<file path="config.mk">
export PLATFORM = sky130hd
export DESIGN_NAME = inst_fetch_responder
export DESIGN_NICKNAME = d
export VERILOG_FILES = /design/src/rtl/inst_fetch_responder.sv
export SDC_FILE = /design/constraint.sdc
export NUM_CORES = 1
export LEC_CHECK = 0
export ABC_CLOCK_PERIOD_IN_PS = 8900
export BUFFER_PORTS_ARGS = -buffer_cell sky130_fd_sc_hd__buf_4
export CORE_MARGIN = 2
export CORE_UTILIZATION = 37
export DETAILED_ROUTE_END_ITERATION = 10
export SYNTH_ARGS = -nofsm -noshare
export SYNTH_HDL_FRONTEND = slang
export SYNTH_SLANG_ARGS = --single-unit
</file>
<file path="constraint.sdc">
create_clock -name clk -period 8.9 [get_ports clk]
set_clock_uncertainty 0.2 [all_clocks]
set_input_delay 0.89 -clock clk [delete_from_list [all_inputs] [get_ports clk]]
set_output_delay 0.89 -clock clk [all_outputs]
set_load 0.1 [all_outputs]
</file>
<file path="src/rtl/inst_fetch_responder.sv">
// Instruction-fetch responder: issues synchronous memory reads for in-range PCs and
// returns instructions in order through a 2-entry response FIFO with flush support.
module inst_fetch_responder #(
  parameter int          ADDR_W   = 8,
  parameter logic [31:0] NOP_INST = 32'h0000_0000
) (
  input  logic              clk,
  input  logic              rst,
  input  logic              req_valid,
  input  logic [31:0]       req_addr,
  output logic              req_ready,
  input  logic              flush,
  output logic              mem_en,
  output logic [ADDR_W-1:0] mem_addr,
  input  logic [31:0]       mem_rdata,
  output logic              resp_valid,
  input  logic              resp_ready,
  output logic [31:0]       resp_inst,
  output logic [31:0]       resp_addr,
  output logic              resp_err
);

  typedef struct packed {
    logic [31:0] inst;
    logic [31:0] addr;
    logic        err;
  } entry_t;

  entry_t      r_fifo [2];
  logic        r_rd_ptr;
  logic        r_wr_ptr;
  logic [1:0]  r_count;
  logic        r_inflight;
  logic [31:0] r_if_addr;
  logic        r_if_err;

  logic        w_head_live;
  logic        w_pop;
  logic        w_push;
  logic        w_accept;
  logic        w_oor;
  logic [2:0]  w_occ;
  entry_t      w_head;
  entry_t      w_push_entry;

  assign w_occ       = {1'b0, r_count} + {2'b00, r_inflight};
  assign w_head_live = (r_count != 2'd0) && !rst;
  assign w_head      = r_fifo[r_rd_ptr];

  assign resp_valid  = w_head_live && !flush;
  assign w_pop       = resp_valid && resp_ready;
  assign resp_inst   = w_head_live ? w_head.inst : 32'h0;
  assign resp_addr   = w_head_live ? w_head.addr : 32'h0;
  assign resp_err    = w_head_live ? w_head.err  : 1'b0;

  // A full slot may be reused in the same cycle the head is popped.
  assign req_ready   = !rst && !flush && ((w_occ < 3'd2) || ((w_occ == 3'd2) && w_pop));
  assign w_accept    = req_valid && req_ready;
  assign w_oor       = |req_addr[31:ADDR_W];
  assign mem_en      = w_accept && !w_oor;
  assign mem_addr    = req_addr[ADDR_W-1:0];

  assign w_push               = r_inflight && !rst && !flush;
  assign w_push_entry.inst    = r_if_err ? NOP_INST : mem_rdata;
  assign w_push_entry.addr    = r_if_addr;
  assign w_push_entry.err     = r_if_err;

  // NOTE: sequential state uses non-blocking assignments so every register samples
  // pre-edge values regardless of statement order.
  always_ff @(posedge clk) begin
    if (rst || flush) begin
      r_count    <= 2'd0;
      r_inflight <= 1'b0;
      r_rd_ptr   <= 1'b0;
      r_wr_ptr   <= 1'b0;
    end else begin
      r_inflight <= w_accept;
      if (w_push) r_wr_ptr <= ~r_wr_ptr;
      if (w_pop)  r_rd_ptr <= ~r_rd_ptr;
      case ({w_push, w_pop})
        2'b10:   r_count <= r_count + 2'd1;
        2'b01:   r_count <= r_count - 2'd1;
        default: r_count <= r_count;
      endcase
    end
  end

  // NOTE: payload storage has no reset; it is only observable while r_count says
  // the entry is valid, so clearing it would cost logic for no behavioural gain.
  always_ff @(posedge clk) begin
    if (w_accept) begin
      r_if_addr <= req_addr;
      r_if_err  <= w_oor;
    end
    if (w_push) r_fifo[r_wr_ptr] <= w_push_entry;
  end

endmodule

</file>
Yosys cells after proc, flatten, opt, wreduce, memory -nomap -nowiden
Memory sizes are Yosys's and may differ from the RTL's. A register that Yosys moved wholly into a read port is not among the register bits.
Cells that the tools add are included.
Operators by class
  mux-type cells: 9
  bitwise logic cells: 2
  add/subtract/negate cells: 3
  order comparisons: 1
  reductions and logical operators: 18
  equal/unequal tests: 3
Operator list (count)
  two-way mux 32 bit: 3
  OR reduction 24 bit: 1
  logical AND 1 bit: 10
  two-way mux 1 bit: 5
  case mux 2 bit (2 select lines): 1
  nonzero test 2 bit: 2
  adder 2 x 1 -> 3 bit: 1
  equality test 3 x 2 -> 1 bit (second input constant): 1
  zero test 1 bit: 3
  less-than comparator 3 x 2 -> 1 bit (second input constant): 1
  adder 2 x 1 -> 2 bit (second input constant): 1
  equality test 2 x 1 -> 1 bit (second input constant): 1
  equality test 2 bit (second input constant): 1
  logical OR 1 bit: 2
  NOT 1 bit: 2
  subtractor 2 x 1 -> 2 bit (second input constant): 1
Word-level totals
  register bits after elaboration: 38
  input bits: 69
  memory bits (writable): 130
  logic and storage cells: 43
  output and inout port bits: 76
  memories: 1
Memory list
  r_fifo: words 2, bits a word 65, read ports 1, clocked after memory_dff 1, wr ports 1, line 29  | entry_t r_fifo [2];

Longest topological paths before layout
  depth after elaboration: 9
  gate-level depth with buffers: 7
  depth with buffers taken out: 6

Worst setup path after synthesis
No wires, ideal clock.
  path type: input-to-reg
  from: in rst
  to: mem r_fifo[0][0] in the netlist's numbering (enable)
  setup time: 0.488 ns
  data required time: 8.212 ns
  cell stages on the path: 3
  slack: 4.373 ns
  path buffers: 0
  arrival time: 3.839 ns
  cell sequence: nor2_1 -> nand2_1 -> nor2_1
Between the ends
  cells in the longest elaborated chain, start to end: 5
RTL lines
  start, declared: line 8  | input logic rst,
  zero test 1 bit: line 63  | assign w_push = r_inflight && !rst && !flush;
  logical AND 1 bit (2 in a row): line 63
  two-way mux 1 bit: line 95  | if (w_push) r_fifo[r_wr_ptr] <= w_push_entry;
  two-way mux 1 bit (not written as such): line 95
  end, declared: line 29
Every way passes these cells.

Final worst setup path
  from: reg r_count[0]
  to: out mem_en
Between the ends
  cells in the longest elaborated chain, start to end: 9
  elaborated cells on any way between the ends: 12
  classes of those cells: add/sub (1); order compare (1); eq/ne (1); reduce/logical (9)
RTL lines
  start, declared: line 32  | logic [1:0] r_count;
  start signal, assigned: line 81  | 2'b10: r_count <= r_count + 2'd1;
  start signal, assigned: line 82  | 2'b01: r_count <= r_count - 2'd1;
  start signal, assigned: line 83  | default: r_count <= r_count;
  branches (longest 5 deep; another with adder 2 x 1 -> 3 bit)
  logical OR 1 bit (*): line 57  | assign req_ready = !rst && !flush && ((w_occ < 3'd2) || ((w_occ == 3'd2) && w_pop));
  logical AND 1 bit (*): line 57
  logical AND 1 bit (*): line 58  | assign w_accept = req_valid && req_ready;
  logical AND 1 bit (*): line 60  | assign mem_en = w_accept && !w_oor;
  end, declared: line 13  | output logic mem_en,
Mark *: on every way between the ends.

==> flow_metrics.tcl <==
set metrics [dict create \
    cp_common_cell "ha_1" \
    tightest_slew_ps 1090 \
    path_clk_slew_ps 60 \
    area_delta_synth_final_pct 29.2 \
    insertedDiodeCount 0 \
    fmax_mhz 249 \
    grt_usage 0.138 \
    num_vias 3621 \
    yosysTopAreaCell "edfxtp_1" \
    path_cells "ha_1, inv_1, ha_1, or3b_2, or4_4, a2111oi_4, buf_4" \
    syn-num-nets 475 \
    placementRows 48 \
    worstSetupEndpointType "primary output" \
    placedCellCount 749 \
    clock-sinks 169 \
    setup_violations 0 \
    core_area_sq_um 17300 \
    gp_congestion 0.687 \
    port_buffers 144 \
    htreeDepth 4 \
    syn_area_sq_um 6550 \
    synth_cell_type_count 29 \
    antenna_left 0 \
    drc 0 \
    grt_start_max_net_pins 66 \
    post_cts.resized_instances 0 \
    synthAdderAreaFrac 0.00764 \
    synth_top_family_by_area "multiplexers" \
    path_max_fanout 4 \
    status "complete, no violations" \
    start_util 0.379 \
    required_ps 7810 \
    path_class "reg2out" \
    ys_ff_latch 169 \
    grt_pass1_vias 3713 \
    post-dp-hpwl_microns 7710 \
    die_y_microns 137 \
    cts_buffers 17 \
    synthCells 402 \
    worstSetupStartpointType "flop" \
    p_leak_nw 2.97 \
    synthTopCellsByArea "edfxtp_1, mux2i_1, nor2_1, nor2b_1, dfxtp_1" \
    drt-total-wl_microns 12500 \
    yosys_warnings 0 \
    finalMaxSlewViolations 0 \
    relSlewSlack 0.269 \
    max_stage_delay_ps 480 \
    syn_avg_cell_area_sq_um 16.3 \
    drt-initial-drc-count 198 \
    synth_compound_area_frac 0.00993 \
    die_x_microns 137 \
    rsz0062_at_grt "no" \
    io_pins 145 \
    muxShareOfSynthArea 0.0993 \
    cts_tree "done" \
    finalCritPeriodShare 0.451 \
    cts-root-buf "clkbuf_16" \
    yosysSeqAreaShare 0.765 \
    drt_first_pass_iters 4 \
    synth_xor_area_frac 0.00401 \
    grt.met1_usage 0.167 \
    top_usage_layer "met2" \
    vias_per_cell 4.64 \
    antenna_found_initial 0 \
    vdd_drop_max_mv 0.133 \
    cts_buffer_depth 2 \
    fin_cells 781 \
    tns_ps 0 \
    grt_pass1_wl_microns 19100 \
    synthSimpleGateAreaFrac 0.0899 \
    use_met2 0.239 \
    power_density_nw_per_um2 206 \
    grt-ovfl-total 0 \
    maxCapViolCount 0 \
    die_area_sq_um 18800 \
    cpMaxStageDelayCell "or4_4" \
    layout.nets 616 \
    use_met3 0.0337 \
    clock_latency_ps 410 \
    drive_gt1_frac 0.331 \
    worstHoldPathType "reg2reg" \
    wire_per_inst_microns 16.0 \
    cts-hold-fix-buffers 0 \
    fin_crit_ps 4020 \
    finalHoldViolCount 0 \
    synth_top_area_frac 0.747 \
    cp.arrival_ps 2930 \
    post-cts-setup-buffers 0 \
    num-fill-cells 1525 \
]
logic make-up after synthesis:
family                   after synthesis
AO/OA/AOI/OAI                          8
XOR/XNOR                               3
adder cells (fa/ha/maj)                4
buffers and inverters                 30
flip-flops                           169
multiplexers                          65
AND/OR/NAND/NOR                      123
synthesized netlist by cell type, drive strengths merged:
cell / n
and3: 1
nor2b: 32
nor2: 71
clkbuf: 12
or2: 3
or3: 1
ha: 4
nor3: 1
buf: 14
o21ai: 1
nor4: 6
xor2: 1
or3b: 1
o31ai: 1
inv: 4
a21oi: 5
nand2: 4
or4: 2
mux2i: 65
edfxtp: 163
xnor2: 2
a2111oi: 1
dfxtp: 6
nand4: 1
registers in the layout, summed over array words and instances, names as in the netlist, named ones only:
signal,flops
r_if_addr,32
r_count,2
r_inflight,1
r_if_err,1
r_wr_ptr,1
r_fifo,130
r_rd_ptr,1
per-layer routing:
metal / vias up / routed length (microns)
met4: 0 / 122
met2: 119 / 6330
li1: 1748 / -
met1: 1744 / 5370
met5: - / 0
met3: 10 / 709
final cells by class:
type,instances,area (sq um),share of cell area
multi-input cells,203,1410,0.166
repair buffers,148,1110,0.131
flip-flops and latches,169,5020,0.593
well taps,225,282,0.0333
clock buffers,19,433,0.0512
clock inverters,13,199,0.0235
inverters,4,15.0,0.00177
power by group:
group / internal [mW] / switching (mW)
sequential: 0.879 / 0.00323
combinational: 0.0292 / 0.0443
clock: 0.496 / 0.288
metrics by stage:
| step | utilization | area (sq um) | worst slack (ps) | hold WS (ps) | power, mW |
|---|---|---|---|---|---|
| finish | 0.489 | 8460 | 4880 | 244 | 1.74 |
| global route | 0.489 | 8460 | 4720 | 257 | 1.80 |
| CTS | 0.489 | 8460 | 4850 | 245 | 1.76 |
| detailed placement | 0.453 | 7830 | 5160 | 231 | 0.974 |
| global placement | 0.453 | 7830 | 5170 | 223 | 0.972 |
| floorplan | - | 6550 | 4370 | 221 | 0.940 |
cells in the final DEF (no fill, tap or decap), types with 2 or more instances in the layout:
cell type / count
a21oi_1: 4
buf_4: 148
bufinv_16: 5
clkbuf_1: 2
clkbuf_16: 17
clkinv_1: 3
clkinvlp_4: 2
dfxtp_1: 5
edfxtp_1: 163
ha_1: 4
inv_1: 4
inv_6: 2
mux2i_1: 65
nand2_1: 4
nor2_1: 70
nor2b_1: 32
nor4_1: 6
or2_2: 2
xnor2_1: 2
final timing paths:
path                            slack [ps]         start       endpoint  depth (start not counted)
worst min-delay path                   240  r_if_addr[5]   r_fifo[1][6]                          0
worst min register to register         240  r_if_addr[5]   r_fifo[1][6]                          0
worst max register to register        5560    r_count[0]  r_if_addr[10]                          6
worst max-delay path                  4880    r_count[0]         mem_en                          7
worst max-delay path, delay by kind of cell, from the launching register on:
kind	cells	cell delay, ps
AOI/OAI and AO/OA	1	310
buffers and inverters	2	400
and+or+nand+nor	2	910
DFF	1	410
adders and majority gates	2	480
Power figures use the tool's default switching activity.
